File: src/rtl/stopwatch_ctrl.sv
// -----------------------------------------------------------------------------
// stopwatch_ctrl -- control block for a 10 ms resolution stopwatch.
//
// Conditions two raw pushbuttons, runs the IDLE/RUN/PAUSE/LAP state machine
// and produces the 10 ms count pulse that drives an external time-counter
// datapath.
//
// Configuration macro:
//   STOPWATCH_LAP_EN  defined   : display key enters/leaves LAP from RUN/LAP.
//                     undefined : display key is ignored in RUN, LAP is
//                                 unreachable, disp_hold/led[2] stay 0.
//
// Parameters:
//   TICK_DIV    clock cycles per 10 ms count tick
//   DEB_CYCLES  consecutive stable cycles needed to accept a key level change
//
// Ports:
//   CLOCK_50          in   sole clock, rising edge
//   key_reset         in   asynchronous active-low reset
//   key_start_pause   in   raw active-low pushbutton (asynchronous)
//   key_display_stop  in   raw active-low pushbutton (asynchronous)
//   count_en          out  one-cycle pulse, datapath advances 10 ms
//   count_clr         out  one-cycle pulse, datapath clears counters/display
//   disp_hold         out  level, datapath freezes display while high
//   state             out  IDLE=0, RUN=1, PAUSE=2, LAP=3
//   led               out  [0] running, [1] paused, [2] display held,
//                          [3] toggles on every count_en
// -----------------------------------------------------------------------------

// Synchronizer + debouncer + press detector for one active-low key.
module stopwatch_debounce #(
   parameter int DEB_CYCLES = 1000000
) (
   input  logic clk,
   input  logic rst_n,
   input  logic key_raw,
   output logic press
);
   localparam int DEB_W = (DEB_CYCLES > 1) ? $clog2(DEB_CYCLES + 1) : 1;
   localparam logic [DEB_W-1:0] DEB_LAST = DEB_W'(DEB_CYCLES - 1);

   logic             sync1_q;
   logic             sync2_q;
   logic             deb_q;
   logic             press_q;
   logic [DEB_W-1:0] cnt_q;

   always_ff @(posedge clk or negedge rst_n) begin
      if (!rst_n) begin
         sync1_q <= 1'b1;
         sync2_q <= 1'b1;
         deb_q   <= 1'b1;
         press_q <= 1'b0;
         cnt_q   <= '0;
      end else begin
         sync1_q <= key_raw;
         sync2_q <= sync1_q;
         press_q <= 1'b0;
         if (sync2_q != deb_q) begin
            // cnt_q holds how many earlier cycles already differed, so the
            // level is accepted on the DEB_CYCLES-th consecutive differing cycle.
            if (cnt_q == DEB_LAST) begin
               deb_q   <= sync2_q;
               cnt_q   <= '0;
               press_q <= ~sync2_q;   // only the 1->0 (press) edge is reported
            end else begin
               cnt_q <= cnt_q + 1'b1;
            end
         end else begin
            cnt_q <= '0;              // any bounce back restarts the count
         end
      end
   end

   assign press = press_q;
endmodule

module stopwatch_ctrl #(
   parameter int TICK_DIV   = 500000,
   parameter int DEB_CYCLES = 1000000
) (
   input  logic       CLOCK_50,
   input  logic       key_reset,
   input  logic       key_start_pause,
   input  logic       key_display_stop,
   output logic       count_en,
   output logic       count_clr,
   output logic       disp_hold,
   output logic [1:0] state,
   output logic [3:0] led
);
   localparam int DIV_W = (TICK_DIV > 1) ? $clog2(TICK_DIV) : 1;
   localparam logic [DIV_W-1:0] DIV_LAST = DIV_W'(TICK_DIV - 1);

   typedef enum logic [1:0] {
      S_IDLE  = 2'd0,
      S_RUN   = 2'd1,
      S_PAUSE = 2'd2,
      S_LAP   = 2'd3
   } state_t;

   // key index 0 = start/pause, 1 = display/stop
   logic [1:0] key_raw;
   logic [1:0] press;

   assign key_raw = {key_display_stop, key_start_pause};

   generate
      for (genvar gi = 0; gi < 2; gi++) begin : g_key
         stopwatch_debounce #(
            .DEB_CYCLES (DEB_CYCLES)
         ) u_deb (
            .clk     (CLOCK_50),
            .rst_n   (key_reset),
            .key_raw (key_raw[gi]),
            .press   (press[gi])
         );
      end
   endgenerate

   state_t           state_q, state_d;
   logic [DIV_W-1:0] div_q, div_d;
   logic             count_en_q, count_en_d;
   logic             count_clr_q, count_clr_d;
   logic             disp_hold_q, disp_hold_d;
   logic [3:0]       led_q, led_d;
   logic             running;
   logic             start_ev;
   logic             disp_ev;

   // Start wins when both presses land in the same cycle.
   assign start_ev = press[0];
   assign disp_ev  = press[1] & ~press[0];
   assign running  = (state_q == S_RUN) || (state_q == S_LAP);

   always_comb begin
      state_d     = state_q;
      count_clr_d = 1'b0;
      case (state_q)
         S_IDLE: begin
            if (start_ev) state_d = S_RUN;
         end
         S_RUN: begin
            if (start_ev) state_d = S_PAUSE;
`ifdef STOPWATCH_LAP_EN
            else if (disp_ev) state_d = S_LAP;
`endif
         end
         S_PAUSE: begin
            if (start_ev) begin
               state_d = S_RUN;
            end else if (disp_ev) begin
               state_d     = S_IDLE;
               count_clr_d = 1'b1;
            end
         end
`ifdef STOPWATCH_LAP_EN
         S_LAP: begin
            if (start_ev)     state_d = S_PAUSE;
            else if (disp_ev) state_d = S_RUN;
         end
`endif
         default: state_d = state_q;
      endcase
   end

   // Divider advances on the current state, so the first tick after entering
   // RUN lands TICK_DIV cycles after state shows RUN; PAUSE keeps the partial tick.
   always_comb begin
      div_d      = div_q;
      count_en_d = 1'b0;
      if (state_q == S_IDLE) begin
         div_d = '0;
      end else if (running) begin
         if (div_q == DIV_LAST) begin
            div_d      = '0;
            count_en_d = 1'b1;
         end else begin
            div_d = div_q + 1'b1;
         end
      end
   end

   always_comb begin
`ifdef STOPWATCH_LAP_EN
      disp_hold_d = (state_d == S_LAP);
`else
      disp_hold_d = 1'b0;
`endif
      // Status LEDs follow the next state so they change on the same edge as state.
      led_d = {led_q[3] ^ count_en_d,
               disp_hold_d,
               (state_d == S_PAUSE),
               (state_d == S_RUN) || (state_d == S_LAP)};
   end

   always_ff @(posedge CLOCK_50 or negedge key_reset) begin
      if (!key_reset) begin
         state_q     <= S_IDLE;
         div_q       <= '0;
         count_en_q  <= 1'b0;
         count_clr_q <= 1'b0;
         disp_hold_q <= 1'b0;
         led_q       <= '0;
      end else begin
         state_q     <= state_d;
         div_q       <= div_d;
         count_en_q  <= count_en_d;
         count_clr_q <= count_clr_d;
         disp_hold_q <= disp_hold_d;
         led_q       <= led_d;
      end
   end

   assign state     = state_q;
   assign count_en  = count_en_q;
   assign count_clr = count_clr_q;
   assign disp_hold = disp_hold_q;
   assign led       = led_q;
endmodule

File: config.mk
export PLATFORM = sky130hd
export DESIGN_NAME = stopwatch_ctrl
export DESIGN_NICKNAME = d
export VERILOG_FILES = /design/src/rtl/stopwatch_ctrl.sv
export SDC_FILE = /design/constraint.sdc
export NUM_CORES = 1
export LEC_CHECK = 0
export ABC_AREA = 1
export CORE_UTILIZATION = 45
export CTS_CLUSTER_DIAMETER = 200
export DETAILED_ROUTE_END_ITERATION = 6
export SYNTH_ARGS = -nofsm -noshare
export SYNTH_HDL_FRONTEND = slang
export SYNTH_HIERARCHICAL = 1
export SYNTH_SLANG_ARGS = --single-unit
File: constraint.sdc
create_clock -name CLOCK_50 -period 1.9 [get_ports CLOCK_50]
set_input_delay 0.38 -clock CLOCK_50 [delete_from_list [all_inputs] [get_ports CLOCK_50]]
set_output_delay 0.38 -clock CLOCK_50 [all_outputs]
set_load 0.005 [all_outputs]
==> results.sh, run 1 <==
export IMPL_worstPathArrival_ps=1310
export IMPL_p_sw_frac=0.208
export IMPL_via_count=3360
export IMPL_clock_sinks=74
export IMPL_hold_class="flip-flop to flip-flop"
export IMPL_overflow=0
export IMPL_ys_warn_count=6
export IMPL_design_core_area_um2=9240
export IMPL_fin_total_pwr_mw=3.23
export IMPL_drtIter0Drc=125
export IMPL_syn_inst=534
export IMPL_hold_viol=0
export IMPL_h_tree_depth=3
export IMPL_clock_path_buffers=2
export IMPL_grt_start_max_net_pins=34
export IMPL_cts_root_buf="clkbuf_8"
export IMPL_cts_buffers=9
export IMPL_fin_cells=689
export IMPL_clk_pin_slew_ps=80
export IMPL_fin_skew_ps=6.89
export IMPL_post_route_min_period_ps=1690
export IMPL_drive_gt1_frac=0.193
export IMPL_syn_area_um2=4280
export IMPL_viasPerCell=4.88
export IMPL_critPathCaptureType="output pin"
export IMPL_maxCapViolations=0
export IMPL_clockPowerShare=0.476
export IMPL_synthFlopType="dfrtp_1"
export IMPL_fin_tns_setup_ps=0
export IMPL_die_w_um=99.5
export IMPL_initial_utilization=0.463
export IMPL_rows=35
export IMPL_drtPass1Iterations=4
export IMPL_cpPeakStageDelay_ps=530
export IMPL_clk_latency_ps=340
export IMPL_dieArea_um2=9900
export IMPL_remaining_drc_errors=0
export IMPL_routed_wl_um=8730
export IMPL_start_kind="flip-flop"
export IMPL_nNetsFinal=562
export IMPL_grt_pass1_wl_um=15800
export IMPL_yosys_top_cells_area="dfrtp_1 40%, nand2_1 9.4%, nor2_1 7.5%, inv_1 4.7%, nand3_1 4.3%"
export IMPL_ir_worst_vdd_v=0.000342
export IMPL_wl_per_cell_um=12.7
export IMPL_cpLargestDelayFamily="buffers and inverters"
export IMPL_finalSetupViolCount=0
export IMPL_io_buffers=10
export IMPL_gp_congestion=0.875
export IMPL_finalCritPeriodShare=0.890
export IMPL_postRouteAntennaNets=0
export IMPL_p_per_area_nw_per_um2=672
export IMPL_cp_cell_sequence="clkdlybuf4s50_1"
export IMPL_antenna_cells=0
export IMPL_worstPathRequired_ps=1520
export IMPL_stdcell_area_um2=4800
export IMPL_placedCellCount=672
export IMPL_ys_types=33
export IMPL_ys_seq_area_frac=0.435
export IMPL_fill_cells=868
export IMPL_ys_seq_elements=74
export IMPL_antenna_found_initial=0
export IMPL_slew_violations=0
export IMPL_path_buf_inv=1
export IMPL_ctsResizeCount=0
export IMPL_ios=13
export IMPL_syn_to_final_growth_pct=12.3
export IMPL_critPathSlowestCell="clkdlybuf4s50_1"
export IMPL_rsz0062_at_grt="false"
export IMPL_run_status="finished, final reports clean"
export IMPL_seq_power_share=0.496
export IMPL_critical_path_max_fanout=5
export IMPL_grt_pass1_vias=3410
export IMPL_cts_tree="yes"
export IMPL_crit_type="flip-flop to output pin"
export IMPL_synth_top_area_frac=0.398
export IMPL_combPwrFrac=0.029
export IMPL_postSynthAreaPerCell_um2=8.01
export IMPL_grtUsageTotal=0.202
export IMPL_dpl_cell_area_um2=4540
export IMPL_die_height_um=99.5
export IMPL_switchingPower_mw=0.672
export IMPL_cellLeakagePower_nw=2.02
export IMPL_fmax_mhz=592
export IMPL_netlist_top_cells_count="107 x nand2_1, 85 x nor2_1, 68 x dfrtp_1"
export IMPL_hpwl_um=6400
export IMPL_power_internal_mw=2.56
export IMPL_synth_area_leader_cell="dfrtp_1"
export IMPL_synthArstFlopShare=1.00
export IMPL_synth_edf_count=0
export IMPL_yosysMostFrequentCell="nand2_1"
per-stage QoR:
step,util,setup WS [ps],hold WS [ps]
finish,0.520,210,358
global route,0.520,131,365
CTS,0.520,190,360
detailed placement,0.492,410,327
global placement,0.492,454,323
floorplan,-,542,84.4
layout by cell type, fill, tap and decap left out, types with 2 or more instances in the layout:
master,n
nand3b_1,3
xor2_2,2
xor2_1,20
nand4_1,13
nand3_2,6
clkbuf_8,11
a21oi_1,7
o21ai_1,13
inv_2,6
nor2_4,14
clkdlybuf4s50_1,9
bufinv_16,3
o21ai_2,2
o21bai_1,2
nor2_1,85
ha_1,3
nand3_1,37
buf_4,2
dfrtp_1,68
nand2_4,3
nor3b_2,4
conb_1,2
xnor2_1,5
nor2_2,21
clkinv_2,2
nor3_1,11
nand2_1,107
o22ai_1,6
dfstp_2,6
inv_1,53
nand2_2,22
or2_2,2
o21ai_0,5
cell families after synthesis:
family / after synthesis / share of synthesized area
other: 1 / 0.000877
buffers and inverters: 63 / 0.0576
AO/OA/AOI/OAI: 36 / 0.0480
AND/OR/NAND/NOR: 330 / 0.391
flip-flops: 74 / 0.435
adder cells (fa/ha/maj): 3 / 0.00878
XOR/XNOR: 27 / 0.0588
power groups by stage:
stage / Clock, mW / Sequential [mW] / Combinational (mW)
global placement: 0 / 1.63 / 0.0936
finish: 1.54 / 1.60 / 0.0922
global route: 1.66 / 1.60 / 0.108
CTS: 1.59 / 1.60 / 0.0964
detailed placement: 0 / 1.63 / 0.0950
floorplan: 0 / 1.63 / 0.0404
area by class of cell:
cell class | instances | area [um^2] | share of cell area
Tap cell | 129 | 161 | 0.0336
Sequential cell | 74 | 1860 | 0.387
Timing Repair Buffer | 13 | 135 | 0.0281
Inverter | 59 | 221 | 0.0461
Clock inverter | 5 | 100 | 0.0208
Clock buffer | 11 | 151 | 0.0315
Multi-Input combinational cell | 398 | 2180 | 0.453
metal layers:
layer	global-route usage	routed length [um]	vias to the layer above
met1	0.269	4450	1565
met5	0	0	-
met3	0.0379	218	8
met4	0.0588	105	0
li1	-	-	1741
met2	0.338	3960	46
sequential cells by signal, summed over array words and instances (netlist names):
name,cells
g_key.u_deb/cnt_q,40
g_key.u_deb/press,2
count_en,1
state,2
g_key.u_deb/sync1_q,2
led,3
g_key.u_deb/sync2_q,2
div_q,19
count_clr,1
g_key.u_deb/deb_q,2
final timing paths:
check                                                  from  slack, ps  cells past startpoint                                 end
min in group asynchronous                         key_reset        500                      2  g_key[1].u_deb/cnt_q[10]$_DFF_PN0_
min                        g_key[0].u_deb/sync1_q$_DFF_PN1_        360                      0    g_key[0].u_deb/sync2_q$_DFF_PN1_
max in group asynchronous                         key_reset        780                      3    g_key[1].u_deb/sync1_q$_DFF_PN1_
max reg2reg                              state[0]$_DFF_PN0_        400                      4                    led[1]$_DFF_PN0_
min reg2reg                g_key[0].u_deb/sync1_q$_DFF_PN1_        360                      0    g_key[0].u_deb/sync2_q$_DFF_PN1_
max                                      state[0]$_DFF_PN0_        210                      1                            state[0]
repair_timing:
item | 4_1_cts | 5_1_grt
hold buffers | 1 | 0
setup buffers | 0 | 0
endpoints found under the hold margin | 22 | 0
(Power assumes the default switching activity.)
==> inputs of run 2 (changes only) <==
--- a/config.mk
+++ b/config.mk
@@ -6,9 +6,11 @@
 export NUM_CORES = 1
 export LEC_CHECK = 0
 export ABC_AREA = 1
+export CAP_MARGIN = 0
 export CORE_UTILIZATION = 45
 export CTS_CLUSTER_DIAMETER = 200
 export DETAILED_ROUTE_END_ITERATION = 6
+export SKIP_CTS_REPAIR_TIMING = 1
 export SYNTH_ARGS = -nofsm -noshare
 export SYNTH_HDL_FRONTEND = slang
 export SYNTH_HIERARCHICAL = 1
==> results of run 2 <==
No change in the layout: final DEF, timing and power equal those of run 1.
